**src/rtl/cube_pkg.sv**
```systemverilog
// Shared types, corner slot numbering and cycle/twist helpers for the cube-state engines.
package cube_pkg;

  typedef enum logic [2:0] {
    FACE_U = 3'd0,
    FACE_D = 3'd1,
    FACE_F = 3'd2,
    FACE_B = 3'd3,
    FACE_R = 3'd4,
    FACE_L = 3'd5
  } face_e;

  typedef enum logic [1:0] {
    DIR_CW   = 2'd0,
    DIR_CCW  = 2'd1,
    DIR_HALF = 2'd2
  } dir_e;

  localparam logic [2:0] SLOT_UFL = 3'd0;
  localparam logic [2:0] SLOT_UFR = 3'd1;
  localparam logic [2:0] SLOT_UBR = 3'd2;
  localparam logic [2:0] SLOT_UBL = 3'd3;
  localparam logic [2:0] SLOT_DFL = 3'd4;
  localparam logic [2:0] SLOT_DFR = 3'd5;
  localparam logic [2:0] SLOT_DBR = 3'd6;
  localparam logic [2:0] SLOT_DBL = 3'd7;

  // Slot visited at position idx of the clockwise cycle of a face; rows packed {p3,p2,p1,p0}.
  function automatic logic [2:0] face_cycle(input logic [2:0] face, input logic [1:0] idx);
    logic [11:0] row;
    case (face)
      FACE_U:  row = {SLOT_UFR, SLOT_UBR, SLOT_UBL, SLOT_UFL};
      FACE_D:  row = {SLOT_DBL, SLOT_DBR, SLOT_DFR, SLOT_DFL};
      FACE_F:  row = {SLOT_DFL, SLOT_DFR, SLOT_UFR, SLOT_UFL};
      FACE_B:  row = {SLOT_DBR, SLOT_DBL, SLOT_UBL, SLOT_UBR};
      FACE_R:  row = {SLOT_DFR, SLOT_DBR, SLOT_UBR, SLOT_UFR};
      FACE_L:  row = {SLOT_DBL, SLOT_DFL, SLOT_UFL, SLOT_UBL};
      default: row = '0;
    endcase
    return row[3*idx +: 3];
  endfunction

  function automatic logic [1:0] twist_add(input logic [1:0] ori, input logic [1:0] amt);
    logic [2:0] sum;
    sum = (ori == 2'd3) ? {1'b0, amt} : ({1'b0, ori} + {1'b0, amt});
    if (sum >= 3'd3) sum = sum - 3'd3;
    return sum[1:0];
  endfunction

endpackage

```
**src/rtl/corner_move_engine_if.sv**
```systemverilog
// Command handshake plus cube-state memory bus of the corner move engine.
interface corner_move_engine_if #(
  parameter int AW = 24,
  parameter int DW = 24
);
  logic          cmd_valid;
  logic          cmd_ready;
  logic [2:0]    cmd_face;
  logic [1:0]    cmd_dir;
  logic [AW-1:0] mem_addr;
  logic          mem_we;
  logic [DW-1:0] mem_wdata;
  logic [DW-1:0] mem_rdata;
  logic          busy;
  logic          done;
  logic          err;

  modport master (
    input  cmd_valid, cmd_face, cmd_dir, mem_rdata,
    output cmd_ready, mem_addr, mem_we, mem_wdata, busy, done, err
  );

  modport slave (
    output cmd_valid, cmd_face, cmd_dir, mem_rdata,
    input  cmd_ready, mem_addr, mem_we, mem_wdata, busy, done, err
  );
endinterface

```
**src/rtl/corner_permute.sv**
```systemverilog
// Combinational corner permutation: word k of the result is the new content of cycle position k.
module corner_permute
  import cube_pkg::*;
#(
  parameter int DW = 24
) (
  input  logic [3:0][DW-1:0] in_w,
  input  logic [2:0]         face,
  input  logic [1:0]         dir,
  output logic [3:0][DW-1:0] out_w
);
  logic twisted;

  // Only quarter turns of the side faces change corner orientation.
  assign twisted = (dir != DIR_HALF) && (face != FACE_U) && (face != FACE_D);

  for (genvar gi = 0; gi < 4; gi++) begin : g_pos
    localparam int SRC_CW   = (gi + 3) % 4;
    localparam int SRC_CCW  = (gi + 1) % 4;
    localparam int SRC_HALF = (gi + 2) % 4;
    localparam logic [1:0] AMT = (gi % 2 == 1) ? 2'd1 : 2'd2;
    logic [DW-1:0] src;

    always_comb begin
      case (dir)
        DIR_CW:  src = in_w[SRC_CW];
        DIR_CCW: src = in_w[SRC_CCW];
        default: src = in_w[SRC_HALF];
      endcase
    end

    assign out_w[gi] = {src[DW-1:2], twist_add(src[1:0], twisted ? AMT : 2'd0)};
  end
endmodule

```
**src/rtl/corner_move_engine.sv**
```systemverilog
// Executes one face turn per command: reads four corner words, writes back the permuted and twisted set.
module corner_move_engine
  import cube_pkg::*;
#(
  parameter int            AW        = 24,
  parameter int            DW        = 24,
  parameter logic [AW-1:0] BASE_ADDR = '0
) (
  input logic                  clk,
  input logic                  rst,
  corner_move_engine_if.master bus
);
  typedef enum logic [3:0] {IDLE, RD0, RD1, RD2, RD3, WR0, WR1, WR2, WR3, FIN} state_e;

  state_e            state_q, state_d;
  logic [2:0]        face_q, face_d;
  logic [1:0]        dir_q, dir_d;
  logic [3:0][DW-1:0] buf_q, buf_d, perm_w;
  logic [AW-1:0]     addr_q, addr_d;
  logic [DW-1:0]     wdata_q, wdata_d;
  logic              we_q, we_d, ready_q, ready_d, busy_q, busy_d;
  logic              done_q, done_d, err_q, err_d;
  logic              illegal;
  logic [1:0]        slot_k;

  always_comb begin
    state_d = state_q;
    face_d  = face_q;
    dir_d   = dir_q;
    buf_d   = buf_q;
    illegal = (bus.cmd_face > 3'd5) || (bus.cmd_dir == 2'd3);
    case (state_q)
      IDLE: if (bus.cmd_valid && ready_q) begin
        face_d  = bus.cmd_face;
        dir_d   = bus.cmd_dir;
        state_d = illegal ? FIN : RD0;
      end
      RD0: begin buf_d[0] = bus.mem_rdata; state_d = RD1; end
      RD1: begin buf_d[1] = bus.mem_rdata; state_d = RD2; end
      RD2: begin buf_d[2] = bus.mem_rdata; state_d = RD3; end
      RD3: begin buf_d[3] = bus.mem_rdata; state_d = WR0; end
      WR0: state_d = WR1;
      WR1: state_d = WR2;
      WR2: state_d = WR3;
      WR3: state_d = FIN;
      default: state_d = IDLE;
    endcase
  end

  // Permute from the next-cycle buffers so WR0's word already sees the RD3 capture.
  corner_permute #(.DW(DW)) u_permute (
    .in_w  (buf_d),
    .face  (face_d),
    .dir   (dir_d),
    .out_w (perm_w)
  );

  // Outputs are decoded from the next state so every bus signal comes straight from a flop.
  always_comb begin
    case (state_d)
      RD1, WR1: slot_k = 2'd1;
      RD2, WR2: slot_k = 2'd2;
      RD3, WR3: slot_k = 2'd3;
      default:  slot_k = 2'd0;
    endcase
    ready_d = (state_d == IDLE);
    done_d  = (state_d == FIN);
    err_d   = (state_d == FIN) && (state_q == IDLE);
    busy_d  = (state_d != IDLE) && (state_d != FIN);
    we_d    = state_d inside {WR0, WR1, WR2, WR3};
    addr_d  = busy_d ? BASE_ADDR + AW'(face_cycle(face_d, slot_k)) : BASE_ADDR;
    wdata_d = we_d ? perm_w[slot_k] : '0;
  end

  always_ff @(posedge clk or posedge rst) begin
    if (rst) begin
      state_q <= IDLE;
      face_q  <= '0;
      dir_q   <= '0;
      buf_q   <= '0;
      addr_q  <= BASE_ADDR;
      wdata_q <= '0;
      we_q    <= 1'b0;
      ready_q <= 1'b0;
      busy_q  <= 1'b0;
      done_q  <= 1'b0;
      err_q   <= 1'b0;
    end else begin
      state_q <= state_d;
      face_q  <= face_d;
      dir_q   <= dir_d;
      buf_q   <= buf_d;
      addr_q  <= addr_d;
      wdata_q <= wdata_d;
      we_q    <= we_d;
      ready_q <= ready_d;
      busy_q  <= busy_d;
      done_q  <= done_d;
      err_q   <= err_d;
    end
  end

  assign bus.cmd_ready = ready_q;
  assign bus.mem_addr  = addr_q;
  assign bus.mem_we    = we_q;
  assign bus.mem_wdata = wdata_q;
  assign bus.busy      = busy_q;
  assign bus.done      = done_q;
  assign bus.err       = err_q;
endmodule

```
**src/flat_wrapper.sv**
```systemverilog
// flat-port wrapper written by rule: the top's interface ports become plain ports
module corner_move_engine_flat import cube_pkg::*;
#(
  parameter int            AW        = 24,
  parameter int            DW        = 24,
  parameter logic [AW-1:0] BASE_ADDR = '0
)
  (clk, rst, bus_cmd_valid, bus_cmd_face, bus_cmd_dir, bus_mem_rdata, bus_cmd_ready, bus_mem_addr, bus_mem_we, bus_mem_wdata, bus_busy, bus_done, bus_err);
  corner_move_engine_if #(.AW(AW), .DW(DW)) bus_i ();
  input logic clk;
  input logic rst;
  input wire logic [$bits(bus_i.cmd_valid)-1:0] bus_cmd_valid;
  input wire logic [$bits(bus_i.cmd_face)-1:0] bus_cmd_face;
  input wire logic [$bits(bus_i.cmd_dir)-1:0] bus_cmd_dir;
  input wire logic [$bits(bus_i.mem_rdata)-1:0] bus_mem_rdata;
  output wire logic [$bits(bus_i.cmd_ready)-1:0] bus_cmd_ready;
  output wire logic [$bits(bus_i.mem_addr)-1:0] bus_mem_addr;
  output wire logic [$bits(bus_i.mem_we)-1:0] bus_mem_we;
  output wire logic [$bits(bus_i.mem_wdata)-1:0] bus_mem_wdata;
  output wire logic [$bits(bus_i.busy)-1:0] bus_busy;
  output wire logic [$bits(bus_i.done)-1:0] bus_done;
  output wire logic [$bits(bus_i.err)-1:0] bus_err;
  assign bus_i.cmd_valid = bus_cmd_valid;
  assign bus_i.cmd_face = bus_cmd_face;
  assign bus_i.cmd_dir = bus_cmd_dir;
  assign bus_i.mem_rdata = bus_mem_rdata;
  assign bus_cmd_ready = bus_i.cmd_ready;
  assign bus_mem_addr = bus_i.mem_addr;
  assign bus_mem_we = bus_i.mem_we;
  assign bus_mem_wdata = bus_i.mem_wdata;
  assign bus_busy = bus_i.busy;
  assign bus_done = bus_i.done;
  assign bus_err = bus_i.err;
  corner_move_engine #(.AW(AW), .DW(DW), .BASE_ADDR(BASE_ADDR)) u_core (.clk(clk), .rst(rst), .bus(bus_i));
endmodule
```
**config.mk**
```make
export PLATFORM = sky130hd
export DESIGN_NAME = corner_move_engine_flat
export DESIGN_NICKNAME = d
export VERILOG_FILES = /design/src/rtl/cube_pkg.sv /design/src/rtl/corner_move_engine_if.sv /design/src/rtl/corner_permute.sv /design/src/rtl/corner_move_engine.sv /design/src/flat_wrapper.sv
export SDC_FILE = /design/constraint.sdc
export NUM_CORES = 1
export LEC_CHECK = 0
export CAP_MARGIN = 0
export CELL_PAD_IN_SITES_DETAIL_PLACEMENT = 1
export CELL_PAD_IN_SITES_GLOBAL_PLACEMENT = 2
export CORE_MARGIN = 2
export CORE_UTILIZATION = 37
export DETAILED_ROUTE_END_ITERATION = 10
export GPL_TIMING_DRIVEN = 0
export PLACE_DENSITY_LB_ADDON = 0.3
export SYNTH_ARGS = -nofsm -noshare
export SYNTH_HDL_FRONTEND = slang
export SYNTH_HIERARCHICAL = 1
export SYNTH_SLANG_ARGS = --single-unit
```
**constraint.sdc**
```tcl
create_clock -name clk -period 5.7 [get_ports clk]
set_input_delay 0.57 -clock clk [delete_from_list [all_inputs] [get_ports clk]]
set_output_delay 0.57 -clock clk [all_outputs]
set_load 0.1 [all_outputs]
```
==> results of run 1 <==
## registers in the layout, summed over array words and instances (netlist names)
signal,count
u_core/bus.done,1
u_core/state_q,4
u_core/bus.err,1
u_core/bus.mem_wdata,24
u_core/bus.busy,1
u_core/bus.cmd_ready,1
u_core/dir_q,2
u_core/bus.mem_addr,3
u_core/bus.mem_we,1
u_core/buf_q,96
u_core/face_q,3
## final timing paths
check / start / end / slack (ps) / cells past startpoint
max: u_core/state_q[1] / u_core/bus.mem_wdata[1] / 1340 / 16
min: u_core/dir_q[0] / u_core/dir_q[0] / 510 / 1
max reg2reg: u_core/state_q[1] / u_core/bus.mem_wdata[1] / 1340 / 16
min reg2reg: u_core/dir_q[0] / u_core/dir_q[0] / 510 / 1
max in group asynchronous: rst / u_core/buf_q[52] / 4330 / 3
min in group asynchronous: rst / u_core/face_q[1] / 550 / 2
## per-stage QoR
| stage | hold slack [ps] | setup WS, ps | cells | TNS, ps | area (um2) |
|---|---|---|---|---|---|
| CTS | 511 | 1300 | 1231 | 0 | 9960 |
| floorplan | 484 | 1460 | 855 | 0 | 8350 |
| global route | 534 | 1110 | 1231 | 0 | 9960 |
| global placement | 492 | -537 | 1198 | -71640 | 9330 |
| finish | 513 | 1340 | 1231 | 0 | 9960 |
| detailed placement | 497 | 1050 | 1199 | 0 | 9370 |
## metal layers
layer,track usage,vias to the layer above,wire length [um]
met2,0.366,161,12200
met1,0.308,3413,12100
met5,0,-,0
met4,0.0629,0,433
li1,-,3155,-
met3,0.0304,32,1030
## area by class of cell
cell class              instances  area, um2  area share
plain buffers                  84        468      0.0470
clock buffers                  21        450      0.0452
clock inverters                11        146      0.0147
inverters                       9       38.8     0.00389
multi-input cells             625       4420       0.444
flip-flops and latches        137       3430       0.344
well taps                     280        350      0.0352
repair buffers                 64        658      0.0661
## layout by cell type, fill, tap and decap left out, types with 3 or more instances in the layout
cell	count
a21oi_1	5
a31oi_1	26
and2_1	3
buf_2	23
buf_4	25
buf_6	4
bufinv_16	3
clkbuf_1	34
clkbuf_16	17
clkdlybuf4s50_1	63
clkinv_2	3
conb_1	21
dfrtp_1	137
ha_1	9
inv_1	7
mux2_1	7
mux2_2	95
mux2i_1	99
nand2_1	153
nand2b_1	5
nand3_1	6
nor2_1	17
nor2b_1	4
nor3_1	7
nor3_2	4
o21a_1	3
o21ai_0	83
o21ai_1	17
o221ai_1	25
xnor2_1	4
## logic make-up (layout without fill, tap and decap cells)
| kind of cell | count (synthesis) | count (layout) | share of synthesized area |
|---|---|---|---|
| simple gates | 210 | 210 | 0.111 |
| mux | 203 | 203 | 0.263 |
| compound gates | 177 | 177 | 0.132 |
| flops | 137 | 137 | 0.414 |
| buf+inv | 93 | 189 | 0.0606 |
| fa+ha+maj | 9 | 9 | 0.0136 |
| xor+xnor | 5 | 5 | 0.00529 |
| other cells | 1 | 21 | 0.000453 |
## worst max-delay path, cell delays in order (launching register included)
cell      delay [ps]
dfrtp_1          420
buf_4            190
nand2b_1         190
nor3_2           640
buf_2            480
mux2_2           430
mux2i_1          140
o21ai_1           90
ha_1             210
ha_1             320
nor2b_1          140
ha_1             260
nor3_1           160
o22ai_1           90
o21ai_0          180
o221ai_1         140
a31oi_1          190
==> flow_metrics.tcl, run 1 <==
set metrics [dict create \
    largest_cells_by_area_after_synthesis "dfrtp_1 41%, mux2_2 13%, mux2i_1 12%, nand2_1 6.9%, o21ai_0 5.0%" \
    cts_buffer_depth 2 \
    layout-drive-gt1-share 0.205 \
    io_buffer_count 63 \
    htreeDepth 4 \
    fin_crit_sh 0.765 \
    synth.most_common_cell "nand2_1" \
    commonest_register_cell_after_synthesis "dfrtp_1" \
    outcome "complete, no violations" \
    synth-async-reset-ratio 1.00 \
    dp_hpwl_um 17200 \
    synth_edf_count 0 \
    first_global_vias 6932 \
    mappedNetlistArea_mm2 0.00828 \
    unrepaired_setup_endpoints_after_global_routing "no" \
    fillCellCount 2484 \
    cts_tree "done" \
    die_y_um 154 \
    routed_wire_length_per_instance_um 20.9 \
    hold_viol_final 0 \
    grt_use_total 0.223 \
    area_growth_pct 20.4 \
    synth_top_area_frac 0.414 \
    sum_of_overflow_across_all_layers_after_global_routing 0 \
    drt_pass1_iterations 5 \
    synthesis.instances 835 \
    ys_top_cells_by_count "153 x nand2_1, 137 x dfrtp_1, 99 x mux2i_1" \
    place.gp.congestion 0.811 \
    path_clk_slew_ps 60 \
    drt-vias-per-instance 5.49 \
    drt-initial-drc-count 355 \
    dieWidth_um 154 \
    cts.sinks 137 \
    cts_made_buffers 17 \
    finClkSkew_ps 15.4 \
    worst_pin_slew_ps 974 \
    start_util 0.378 \
    wire_length_of_the_first_global_routing_pass_um 40800 \
    post_layout_net_count 979 \
    cp_max_fo 10 \
    final-max-slew-violation-count 0 \
    floorplan_core_area_mm2 0.0219 \
    detailed_route_via_count 6761 \
    netlist-cell-type-count 56 \
    antenna_violations_before_repair 0 \
    worst_ep_required_time_ps 6040 \
    holdBufCountCts 0 \
    final_util 0.455 \
    drv_cap 0 \
    yosys_register_bits 137 \
    synth_top_area_cell "dfrtp_1" \
    critical_path.startpoint_type "flip-flop" \
    arrival_ps 4700 \
    clock_period_minus_final_worst_setup_slack_ps 4360 \
    setup_viol_count_final 0 \
    grt_start_max_net_pins 91 \
    cts_setup_buffers 0 \
    max-slew-margin-rel 0.349 \
    drc 0 \
    achievable-frequency_ghz 0.229 \
    fp-row-count 54 \
    cts-root-buf "clkbuf_16" \
    synth.avg_cell_area_um2 9.91 \
    critPathCaptureType "flip-flop" \
    pin_count 85 \
    floorplan.die_area_mm2 0.0236 \
    clock_latency_on_the_worst_skew_pair_ps 430 \
    totalWireLength_um 25800 \
    cts-resized-gates 0 \
    diodes 0 \
    yosysSeqAreaShare 0.414 \
    critical_path_class "flip-flop to flip-flop" \
    worst_hold_path_type "flip-flop to flip-flop" \
    synth.yosys.warnings 6 \
    drtAntennaViolNets 0 \
]
Power of run 1 is not shown: default switching activity piles up to over one toggle a cycle in this logic, so the estimate is an artifact.
==> inputs of run 2 (changes only) <==
CORE_UTILIZATION = 33   (was 37)
clock period = 3.7 ns   (was 5.7 ns; I/O delays follow)
==> run 2 against run 1 <==
  * Register-to-register slack lost 1300 ps
  * Critical path depth grew 1
  * Worst hold slack lost 190 ps
  * Highest routed layer unchanged
  * Fmax grew 19%
  * Largest cell class unchanged
  * Design area grew 4.4%
  * Sequential share of layout area shrank 1.4 points
  * Non-clock buffer count grew 17
  * Clock skew shrank 6.4 ps
  * Routed wire length grew 4.6%
  * Flip-flop and latch count is the same
  * Clock-buffer cell count shrank 2
==> flow_metrics.tcl, run 2 (synthesized netlist as in run 1, its figures left out) <==
set metrics [dict create \
    finClkSkew_ps 9.03 \
    achievable-frequency_ghz 0.274 \
    critical_path.reg2reg.startpoint "u_core/state_q[0]" \
    detailed_route_via_count 6769 \
    layout_common_cells "153 x nand2_1, 136 x dfrtp_1, 98 x mux2i_1" \
    clock_latency_on_the_worst_skew_pair_ps 430 \
    die_y_um 162 \
    critical_path_class "flip-flop to flip-flop" \
    sum_of_overflow_across_all_layers_after_global_routing 0 \
    hold_viol_final 0 \
    r2r-end "u_core/bus.mem_wdata[0]" \
    area_growth_pct 25.6 \
    dp_hpwl_um 17800 \
    grt_start_max_net_pins 43 \
    fin_crit_sh 0.987 \
    path_clk_slew_ps 60 \
    placed_cells_incl_taps 1245 \
    wire_length_of_the_first_global_routing_pass_um 41500 \
    diodes 0 \
    io_buffer_count 63 \
    grt_util_met1 0.293 \
    drtAntennaViolNets 0 \
    drv_cap 0 \
    worst_ep_required_time_ps 4040 \
    critPathCaptureType "flip-flop" \
    layout-drive-gt1-share 0.243 \
    routed_wire_length_per_instance_um 20.8 \
    max-slew-margin-rel 0.341 \
    final-max-slew-violation-count 0 \
    cts_tree "done" \
    cts_made_buffers 17 \
    busiest_layer "met2" \
    grt_util_met2 0.340 \
    drc 0 \
    worst_hold_slack_ps 325 \
    outcome "complete, no violations" \
    clock_period_minus_final_worst_setup_slack_ps 3650 \
    dieWidth_um 162 \
    cp_max_fo 5 \
    detailedPlace.worstSlack_ps -725 \
    cts-root-buf "clkbuf_16" \
    pin_count 85 \
    worst_hold_path_type "primary input to asynchronous set/reset pin" \
    cts.sinks 137 \
    minimum_setup_slack_among_reg_to_reg_paths_ps 50 \
    met3_usage 0.0239 \
    largest_register_ff_count 96 \
    setup_viol_count_final 0 \
    totalWireLength_um 26900 \
    floorplan_core_area_mm2 0.0245 \
    drt_pass1_iterations 4 \
    worst_pin_slew_ps 985 \
    fp-row-count 57 \
    start_util 0.338 \
    rr_worst_depth 17 \
    drt-initial-drc-count 290 \
    cts_buffer_depth 2 \
    antenna_violations_before_repair 0 \
    place.gp.congestion 0.827 \
    first_global_vias 6941 \
    floorplan.die_area_mm2 0.0264 \
    largest-register "u_core/buf_q" \
    arrival_ps 3990 \
    post_layout_net_count 997 \
    drt-vias-per-instance 5.24 \
    critical_path.startpoint_type "flip-flop" \
    postLayoutSetupSlackWorst_ps 47.8 \
    most_common_cell_after_layout_fill_and_taps_aside "nand2_1" \
    grt_use_total 0.208 \
    htreeDepth 4 \
    finish.cell_count_without_fillers 1293 \
]
-- run 2: cell count changes in the layout (fill, tap and decap cells not counted), moves of 4 or more --
| cell | before | now |
|---|---|---|
| buf_4 | 25 | 42 |
| ha_1 | 9 | 4 |
| buf_2 | 23 | 19 |
| clkbuf_1 | 34 | 30 |
| ha_4 | 0 | 4 |
| nor3_4 | 0 | 4 |
-- run 2: what timing repair did --
action | in CTS | in global routing
buffers inserted | 10 | 7
hold buffers | 0 | 0
endpoints found under the setup margin | 2 | 2
pin swaps | 8 | 9
gates cloned | 0 | 1
resized for setup | 16 | 24
-- run 2: worst max path at each step --
stage | from | to | slack [ps] | cells past startpoint
2_1_floorplan | u_core/bus.cmd_ready | u_core/bus.mem_wdata[0] | -10 | 15
4_1_cts | u_core/state_q[2] | u_core/bus.mem_wdata[0] | 20 | 14
3_5_place_dp | u_core/state_q[1] | u_core/bus.mem_wdata[1] | -730 | 16
5_1_grt | u_core/state_q[0] | u_core/bus.mem_wdata[0] | -80 | 18
6_report | u_core/state_q[0] | u_core/bus.mem_wdata[0] | 50 | 17
3_3_place_gp | u_core/state_q[1] | u_core/bus.mem_wdata[1] | -700 | 16
-- run 2: final cells by class --
class | count | area, um2
Clock buffer | 19 | 453
Fill cell | 2729 | 14100
Sequential cell | 137 | 3430
Timing Repair Buffer | 83 | 818
Clock inverter | 13 | 188
Inverter | 9 | 37.5
Buffer | 82 | 472
Tap cell | 324 | 405
Multi-Input combinational cell | 626 | 4600
-- run 2: metal layers --
metal	vias up	routed length, um
met5	-	0
met4	0	333
met2	139	12600
li1	3188	-
met3	18	839
met1	3424	13100
-- run 2: critical path: stages, from the launching register on --
cell	delay, ps
dfrtp_1	390
buf_4	140
or4_4	570
o21ai_2	210
nand2_2	140
nor2_2	170
a21oi_4	60
buf_6	130
buf_4	140
ha_1	170
ha_1	330
nor2b_1	150
ha_2	220
nor3_1	130
a21oi_1	90
mux2i_1	150
o221ai_1	150
a31oi_1	210
-- run 2: per-stage QoR --
stage	utilization	area [um2]	setup TNS, ps
detailed placement	0.387	9460	-1340
finish	0.425	10400	0
CTS	0.418	10200	0
global route	0.425	10400	-125
global placement	0.384	9400	-1310
floorplan	-	8360	-13.6
Power of run 2 is left out for the same reason.
